==> config.mk <==
export PLATFORM = sky130hd
export DESIGN_NAME = versioned_store
export DESIGN_NICKNAME = d
export VERILOG_FILES = /design/src/rtl/versioned_store.sv
export SDC_FILE = /design/constraint.sdc
export NUM_CORES = 1
export LEC_CHECK = 0
export CAP_MARGIN = 5
export CORE_ASPECT_RATIO = 0.8
export CORE_UTILIZATION = 35
export DETAILED_ROUTE_END_ITERATION = 7
export GPL_TIMING_DRIVEN = 0
export PLACE_DENSITY = 0.54
export REMOVE_ABC_BUFFERS = 1
export SETUP_SLACK_MARGIN = 0.15
export SYNTH_ARGS = -nofsm -noshare
export SYNTH_HDL_FRONTEND = slang
export SYNTH_SLANG_ARGS = --single-unit
==> constraint.sdc <==
create_clock -name clk -period 10.5 [get_ports clk]
set_input_delay 2.1 -clock clk [delete_from_list [all_inputs] [get_ports clk]]
set_output_delay 2.1 -clock clk [all_outputs]
set_load 0.01 [all_outputs]
==> src/rtl/versioned_store.sv <==
// Versioned multi-slot store: per-address (version, data) slots with overwrite/evict-oldest
// writes, whole-address invalidate, and a two-stage back-pressured snapshot read pipeline.
module versioned_store #(
    parameter int DATA_WIDTH    = 32,
    parameter int VERSION_WIDTH = 4,
    parameter int VERSION_NUM   = 4,
    parameter int DEPTH         = 8,
    parameter int ADDR_WIDTH    = 3
) (
    input  logic                     clk,
    input  logic                     rst,
    input  logic                     wr_valid,
    input  logic [ADDR_WIDTH-1:0]    wr_addr,
    input  logic [VERSION_WIDTH-1:0] wr_version,
    input  logic [DATA_WIDTH-1:0]    wr_data,
    input  logic                     inv_valid,
    input  logic [ADDR_WIDTH-1:0]    inv_addr,
    input  logic                     rd_req_valid,
    output logic                     rd_req_ready,
    input  logic [ADDR_WIDTH-1:0]    rd_addr,
    input  logic [VERSION_WIDTH-1:0] rd_version,
    output logic                     rd_resp_valid,
    input  logic                     rd_resp_ready,
    output logic                     rd_hit,
    output logic [VERSION_WIDTH-1:0] rd_found_version,
    output logic [DATA_WIDTH-1:0]    rd_data
);
    localparam int SLOT_W = (VERSION_NUM > 1) ? $clog2(VERSION_NUM) : 1;

    logic                     slotValid [DEPTH][VERSION_NUM];
    logic [VERSION_WIDTH-1:0] slotVer   [DEPTH][VERSION_NUM];
    logic [DATA_WIDTH-1:0]    slotData  [DEPTH][VERSION_NUM];

    logic [VERSION_NUM-1:0]   wrLive;
    logic                     matchFound, freeFound, oldFound;
    logic [SLOT_W-1:0]        matchIdx, freeIdx, oldIdx, wrSlot;
    logic [VERSION_WIDTH-1:0] oldVer;

    // A same-address invalidate is folded in first, so the write lands in slot 0 of an empty entry.
    always_comb begin
        wrLive     = '0;
        matchFound = 1'b0;
        freeFound  = 1'b0;
        oldFound   = 1'b0;
        matchIdx   = '0;
        freeIdx    = '0;
        oldIdx     = '0;
        oldVer     = '0;
        for (int unsigned i = 0; i < VERSION_NUM; i++) begin
            wrLive[i] = slotValid[wr_addr][i] && !(inv_valid && (inv_addr == wr_addr));
            if (wrLive[i] && (slotVer[wr_addr][i] == wr_version) && !matchFound) begin
                matchFound = 1'b1;
                matchIdx   = SLOT_W'(i);
            end
            if (!wrLive[i] && !freeFound) begin
                freeFound = 1'b1;
                freeIdx   = SLOT_W'(i);
            end
            if (wrLive[i] && (!oldFound || (slotVer[wr_addr][i] < oldVer))) begin
                oldFound = 1'b1;
                oldIdx   = SLOT_W'(i);
                oldVer   = slotVer[wr_addr][i];
            end
        end
        wrSlot = matchFound ? matchIdx : (freeFound ? freeIdx : oldIdx);
    end

    always_ff @(posedge clk or posedge rst) begin
        if (rst) begin
            for (int unsigned a = 0; a < DEPTH; a++)
                for (int unsigned s = 0; s < VERSION_NUM; s++)
                    slotValid[a][s] <= 1'b0;
        end else begin
            if (inv_valid)
                for (int unsigned s = 0; s < VERSION_NUM; s++)
                    slotValid[inv_addr][s] <= 1'b0;
            if (wr_valid)
                slotValid[wr_addr][wrSlot] <= 1'b1;
        end
    end

    always_ff @(posedge clk) begin
        if (wr_valid) begin
            slotVer[wr_addr][wrSlot]  <= wr_version;
            slotData[wr_addr][wrSlot] <= wr_data;
        end
    end

    logic                     s1Valid;
    logic [VERSION_WIDTH-1:0] s1Version;
    logic                     s1SlotValid [VERSION_NUM];
    logic [VERSION_WIDTH-1:0] s1SlotVer   [VERSION_NUM];
    logic [DATA_WIDTH-1:0]    s1SlotData  [VERSION_NUM];

    logic                     s2Valid, s2Hit;
    logic [VERSION_WIDTH-1:0] s2Ver;
    logic [DATA_WIDTH-1:0]    s2Data;

    logic                     selHit;
    logic [VERSION_WIDTH-1:0] selVer;
    logic [DATA_WIDTH-1:0]    selData;
    logic                     s2Advance, reqFire;

    always_comb begin
        selHit  = 1'b0;
        selVer  = '0;
        selData = '0;
        for (int unsigned i = 0; i < VERSION_NUM; i++) begin
            if (s1SlotValid[i] && (s1SlotVer[i] <= s1Version) && (!selHit || (s1SlotVer[i] > selVer))) begin
                selHit  = 1'b1;
                selVer  = s1SlotVer[i];
                selData = s1SlotData[i];
            end
        end
    end

    assign s2Advance    = !s2Valid || rd_resp_ready;
    assign rd_req_ready = !s1Valid || s2Advance;
    assign reqFire      = rd_req_valid && rd_req_ready;

    // S1 samples the slots before this edge's write/invalidate lands, giving snapshot semantics.
    always_ff @(posedge clk or posedge rst) begin
        if (rst) begin
            s1Valid   <= 1'b0;
            s1Version <= '0;
            for (int unsigned s = 0; s < VERSION_NUM; s++) begin
                s1SlotValid[s] <= 1'b0;
                s1SlotVer[s]   <= '0;
                s1SlotData[s]  <= '0;
            end
            s2Valid <= 1'b0;
            s2Hit   <= 1'b0;
            s2Ver   <= '0;
            s2Data  <= '0;
        end else begin
            if (s2Advance) begin
                s2Valid <= s1Valid;
                if (s1Valid) begin
                    s2Hit  <= selHit;
                    s2Ver  <= selVer;
                    s2Data <= selData;
                end
            end
            if (reqFire) begin
                s1Valid   <= 1'b1;
                s1Version <= rd_version;
                for (int unsigned s = 0; s < VERSION_NUM; s++) begin
                    s1SlotValid[s] <= slotValid[rd_addr][s];
                    s1SlotVer[s]   <= slotVer[rd_addr][s];
                    s1SlotData[s]  <= slotData[rd_addr][s];
                end
            end else if (s2Advance) begin
                s1Valid <= 1'b0;
            end
        end
    end

    assign rd_resp_valid    = s2Valid;
    assign rd_hit           = s2Hit;
    assign rd_found_version = s2Ver;
    assign rd_data          = s2Data;

endmodule

==> run summary <==
* **period utilization** 0.969
* **maximum ir drop on the vdd rail** 163 uV
* **Iteration-0 DRC Markers** 2462
* **Site Rows** 130
* **vias per cell** 5.20
* **total number of vias** 28319
* **last weighted congestion value of the routability-driven placer** 0.765
* **Mapped Avg Cell Area** 18.6 um^2
* **H-tree depth reported by CTS** 4
* **P_int** 9.70 mW
* **CTS hold repair buffers** 0
* **wire length per cell** 25.5 um
* **# nets final** 3311
* **yosys synthesis warning count** 0
* **unrepaired setup endpoints after global routing** yes
* **Switching Power** 3.19 mW
* **number of endpoints with negative hold slack in the final report** 0
* **HPWL Detailed** 91200 um
* **Crit path max-delay family** compound AO/OA/AOI/OAI gates
* **number of antenna violations at the first check in global routing** 5
* **die area** 161000 um^2
* **clock transition at the registers of the reported paths** 0.06 ns
* **synthesized flop and latch total** 1375
* **portion of total power attributed to combinational logic** 0.124
* **Critical Path End Type** flop
* **total routing usage reported by global routing** 0.175
* **TritonCTS clock tree** done
* **fraction of power consumed by sequential logic** 0.492
* **layout cells sized above 1** 0.259
* **f_max** 0.0983 GHz
* **Most used DFF post-synth** sky130_fd_sc_hd__edfxtp_1
* **worst slack at placement** -1.18 ns
* **Max-slew headroom** 0.257
* **required time of the critical path** 10.97 ns
* **critical path buffer and inverter count** 4
* **switching part of the total power** 0.247
* **final worst-path setup slack** 0.328 ns
* **Hold Worst Slack** 0.471 ns
* **final setup skew** 0.0326 ns
* **number of buffers on the longest clock path** 3
* **routed wire length** 139000 um
* **growth of design area from synthesis to finish** 18.8%
* **Pre-antenna DRT Iters** 5
* **Die H** 359 um
* **remaining number of nets flagged by the antenna check after routing** 0
* **fin crit period** 10.17 ns
* **remaining global-route overflow** 0
* **number of primary I/O pins** 94
* **gate count after technology mapping** 2988
* **slowest stage delay, CP** 0.93 ns
* **CTS Buf Count** 138
* **Lkg Pwr** 23.0 nW
* **Core Region** 157000 um^2
* **area post-placement** 61500 um^2
* **sequential fraction of the synthesis area** 0.721
* **Top cell by count, worst path** sky130_fd_sc_hd__o21ai_0
* **relative contribution of the clock network to total power** 0.384
* **Min-Delay Path Class** reg -> reg
* **final cell utilization of the core** 0.420
* **fillers** 13919
* **EDFF count, synth** 1152
* **clock root buffer master** sky130_fd_sc_hd__clkbuf_16
* **Max Cap Viol** 0
* **Yosys cell types** 78
* **transition time of the tightest slew-check pin** 1.11 ns
* **total power divided by cell area** 195 nW/um^2
* **Syn Std Cell Area** 55700 um^2
* **clock latency at the later pin of the worst-skew pair** 0.78 ns
* **crit path kind** in -> reg
* **worst-path maximum fanout** 30
* **run status** finished clean
* **final setup violating endpoints** 0
* **area of all placed cells without fillers** 66200 um^2
* **arrival time at the worst endpoint** 10.64 ns
* **floorplan die width** 448 um
* **aggregate negative setup slack** 0 ns
* **total of buffers placed on input and output ports** 93
* **crit start category** input pin
* **library cell contributing the largest single delay on the critical path** sky130_fd_sc_hd__nor3_2
* **number of global-route vias before repair** 28882
* **drc violations** 0
* **total clock sinks** 1375
* **initial core utilization** 0.354
* **maximum number of pins on one net before global-route repair** 87
* **wire length of the first global-routing pass** 204000 um
* **max-slew violation count** 0
* **fraction of registers with async set/reset** 0.162
==> registers in the layout, summed over array words and instances, names as in the netlist <==
name,count
slotData,1024
s1Valid,1
s1SlotValid,4
s1SlotVer,16
s1SlotData,128
rd_found_version,4
rd_hit,1
slotVer,128
s1Version,4
rd_data,32
slotValid,32
rd_resp_valid,1
==> final cells by class <==
cell class	instances	area, um^2	share of cell area
Sequential cell	1375	40200	0.607
Multi-Input combinational cell	1403	14900	0.226
Clock buffer	197	3930	0.0594
Timing Repair Buffer	270	3730	0.0564
Tap cell	2112	2640	0.0399
Clock inverter	61	613	0.00927
Inverter	31	124	0.00187
Antenna cell	2	5.00	0.0000757
==> cells in the mapped netlist, types with 3 or more instances <==
cell,count,area (um^2)
sky130_fd_sc_hd__buf_6,6,67.6
sky130_fd_sc_hd__buf_2,13,65.1
sky130_fd_sc_hd__o221ai_1,3,26.3
sky130_fd_sc_hd__clkbuf_1,104,390
sky130_fd_sc_hd__mux4_2,304,6850
sky130_fd_sc_hd__mux2_2,93,1050
sky130_fd_sc_hd__mux2_1,3,33.8
sky130_fd_sc_hd__o22ai_1,9,56.3
sky130_fd_sc_hd__o31ai_1,15,113
sky130_fd_sc_hd__xnor2_1,11,96.3
sky130_fd_sc_hd__nand2b_1,17,106
sky130_fd_sc_hd__nor2_1,22,82.6
sky130_fd_sc_hd__ha_1,37,463
sky130_fd_sc_hd__buf_4,7,52.6
sky130_fd_sc_hd__o21ai_1,7,35.0
sky130_fd_sc_hd__buf_1,49,184
sky130_fd_sc_hd__nand2_1,240,901
sky130_fd_sc_hd__mux2i_1,218,2180
sky130_fd_sc_hd__o21a_1,9,67.6
sky130_fd_sc_hd__a21o_1,3,22.5
sky130_fd_sc_hd__nand3_1,11,55.1
sky130_fd_sc_hd__a22oi_1,4,30.0
sky130_fd_sc_hd__o211ai_1,3,22.5
sky130_fd_sc_hd__dfrtp_1,223,5580
sky130_fd_sc_hd__nor4_1,3,18.8
sky130_fd_sc_hd__a211o_1,3,26.3
sky130_fd_sc_hd__xor2_1,5,43.8
sky130_fd_sc_hd__nor3_2,7,70.1
sky130_fd_sc_hd__o31ai_2,11,138
sky130_fd_sc_hd__a221oi_1,7,61.3
sky130_fd_sc_hd__o21ai_0,204,1020
sky130_fd_sc_hd__nor2b_1,13,81.3
sky130_fd_sc_hd__inv_1,29,109
sky130_fd_sc_hd__a21oi_1,14,70.1
sky130_fd_sc_hd__or3_1,4,25.0
sky130_fd_sc_hd__edfxtp_1,1152,34600
sky130_fd_sc_hd__and3_1,35,219
sky130_fd_sc_hd__nand4_1,12,75.1
sky130_fd_sc_hd__nor3_1,27,135
==> cells by family after synthesis <==
logic type               count (synthesis)  synth area share
flip-flops                            1375             0.721
multiplexers                           618             0.182
AND/OR/NAND/NOR                        411            0.0348
AO/OA/AOI/OAI                          321            0.0357
buffers and inverters                  210            0.0157
adder cells (fa/ha/maj)                 37           0.00831
XOR/XNOR                                16           0.00252
==> through the flow <==
stage,power [mW],cells
4_1_cts,13.0,5446
3_5_place_dp,8.06,5183
2_1_floorplan,7.25,2809
5_1_grt,13.4,5451
3_3_place_gp,8.28,5014
6_report,12.9,5451
==> path summary, 6_finish.rpt <==
kind	depth (start not counted)	to	slack, ns	start
hold / removal	2	s1SlotData[121]	0.47	s1SlotData[121]
min in group asynchronous	2	s1Valid	1.74	rst
max in group asynchronous	4	s1SlotData[4]	7.34	rst
setup reg to reg	25	slotData[6][41]	2.40	slotValid[7]
hold reg to reg	2	s1SlotData[121]	0.47	s1SlotData[121]
setup / recovery	27	slotData[6][41]	0.33	wr_addr[0]
==> power by group through the flow <==
stage	sequential [mW]	clock (mW)	combinational, mW
3_5_place_dp	6.45	0	1.61
6_report	6.34	4.95	1.60
2_1_floorplan	6.44	0	0.813
5_1_grt	6.37	5.26	1.74
3_3_place_gp	6.49	0	1.78
4_1_cts	6.34	5.06	1.62
==> cell usage in the layout (no fill, tap or decap), types with 12 or more instances in the layout <==
master,instances
sky130_fd_sc_hd__a21oi_1,14
sky130_fd_sc_hd__and3_1,35
sky130_fd_sc_hd__buf_12,18
sky130_fd_sc_hd__buf_16,40
sky130_fd_sc_hd__buf_4,14
sky130_fd_sc_hd__buf_6,89
sky130_fd_sc_hd__buf_8,19
sky130_fd_sc_hd__clkbuf_1,37
sky130_fd_sc_hd__clkbuf_16,141
sky130_fd_sc_hd__clkbuf_8,19
sky130_fd_sc_hd__clkdlybuf4s50_1,85
sky130_fd_sc_hd__clkinv_2,27
sky130_fd_sc_hd__dfrtp_1,222
sky130_fd_sc_hd__edfxtp_1,1152
sky130_fd_sc_hd__ha_1,37
sky130_fd_sc_hd__inv_1,28
sky130_fd_sc_hd__mux2_2,93
sky130_fd_sc_hd__mux2i_1,218
sky130_fd_sc_hd__mux4_2,304
sky130_fd_sc_hd__nand2_1,238
sky130_fd_sc_hd__nand2b_1,15
sky130_fd_sc_hd__nand4_1,12
sky130_fd_sc_hd__nor2_1,16
sky130_fd_sc_hd__nor2b_1,13
sky130_fd_sc_hd__nor3_2,13
sky130_fd_sc_hd__nor3_4,13
sky130_fd_sc_hd__o21ai_0,203
sky130_fd_sc_hd__o31ai_1,15
==> timing repair <==
item                       in CTS  in global routing
setup endpoints to repair     484                471
gates resized for setup         3                  8
buffers inserted                5                  2
pin swaps                       2                  1
==> metal layers <==
layer / vias to the layer above / track usage / wire length (um)
li1: 12450 / - / -
met1: 15040 / 0.250 / 64300
met2: 666 / 0.279 / 65600
met3: 161 / 0.0320 / 6990
met4: 2 / 0.0417 / 2180
met5: - / 0 / 9
==> worst register-to-register path: cells and delay by family (launching register included) <==
kind                     cells  cell delay, ns
adder cells (fa/ha/maj)      3            0.97
AND/OR/NAND/NOR              8            2.73
buffers and inverters        2            0.48
AO/OA/AOI/OAI               12            3.20
flip-flops                   1            0.39
Note: power is estimated with default switching activity, not from simulation.
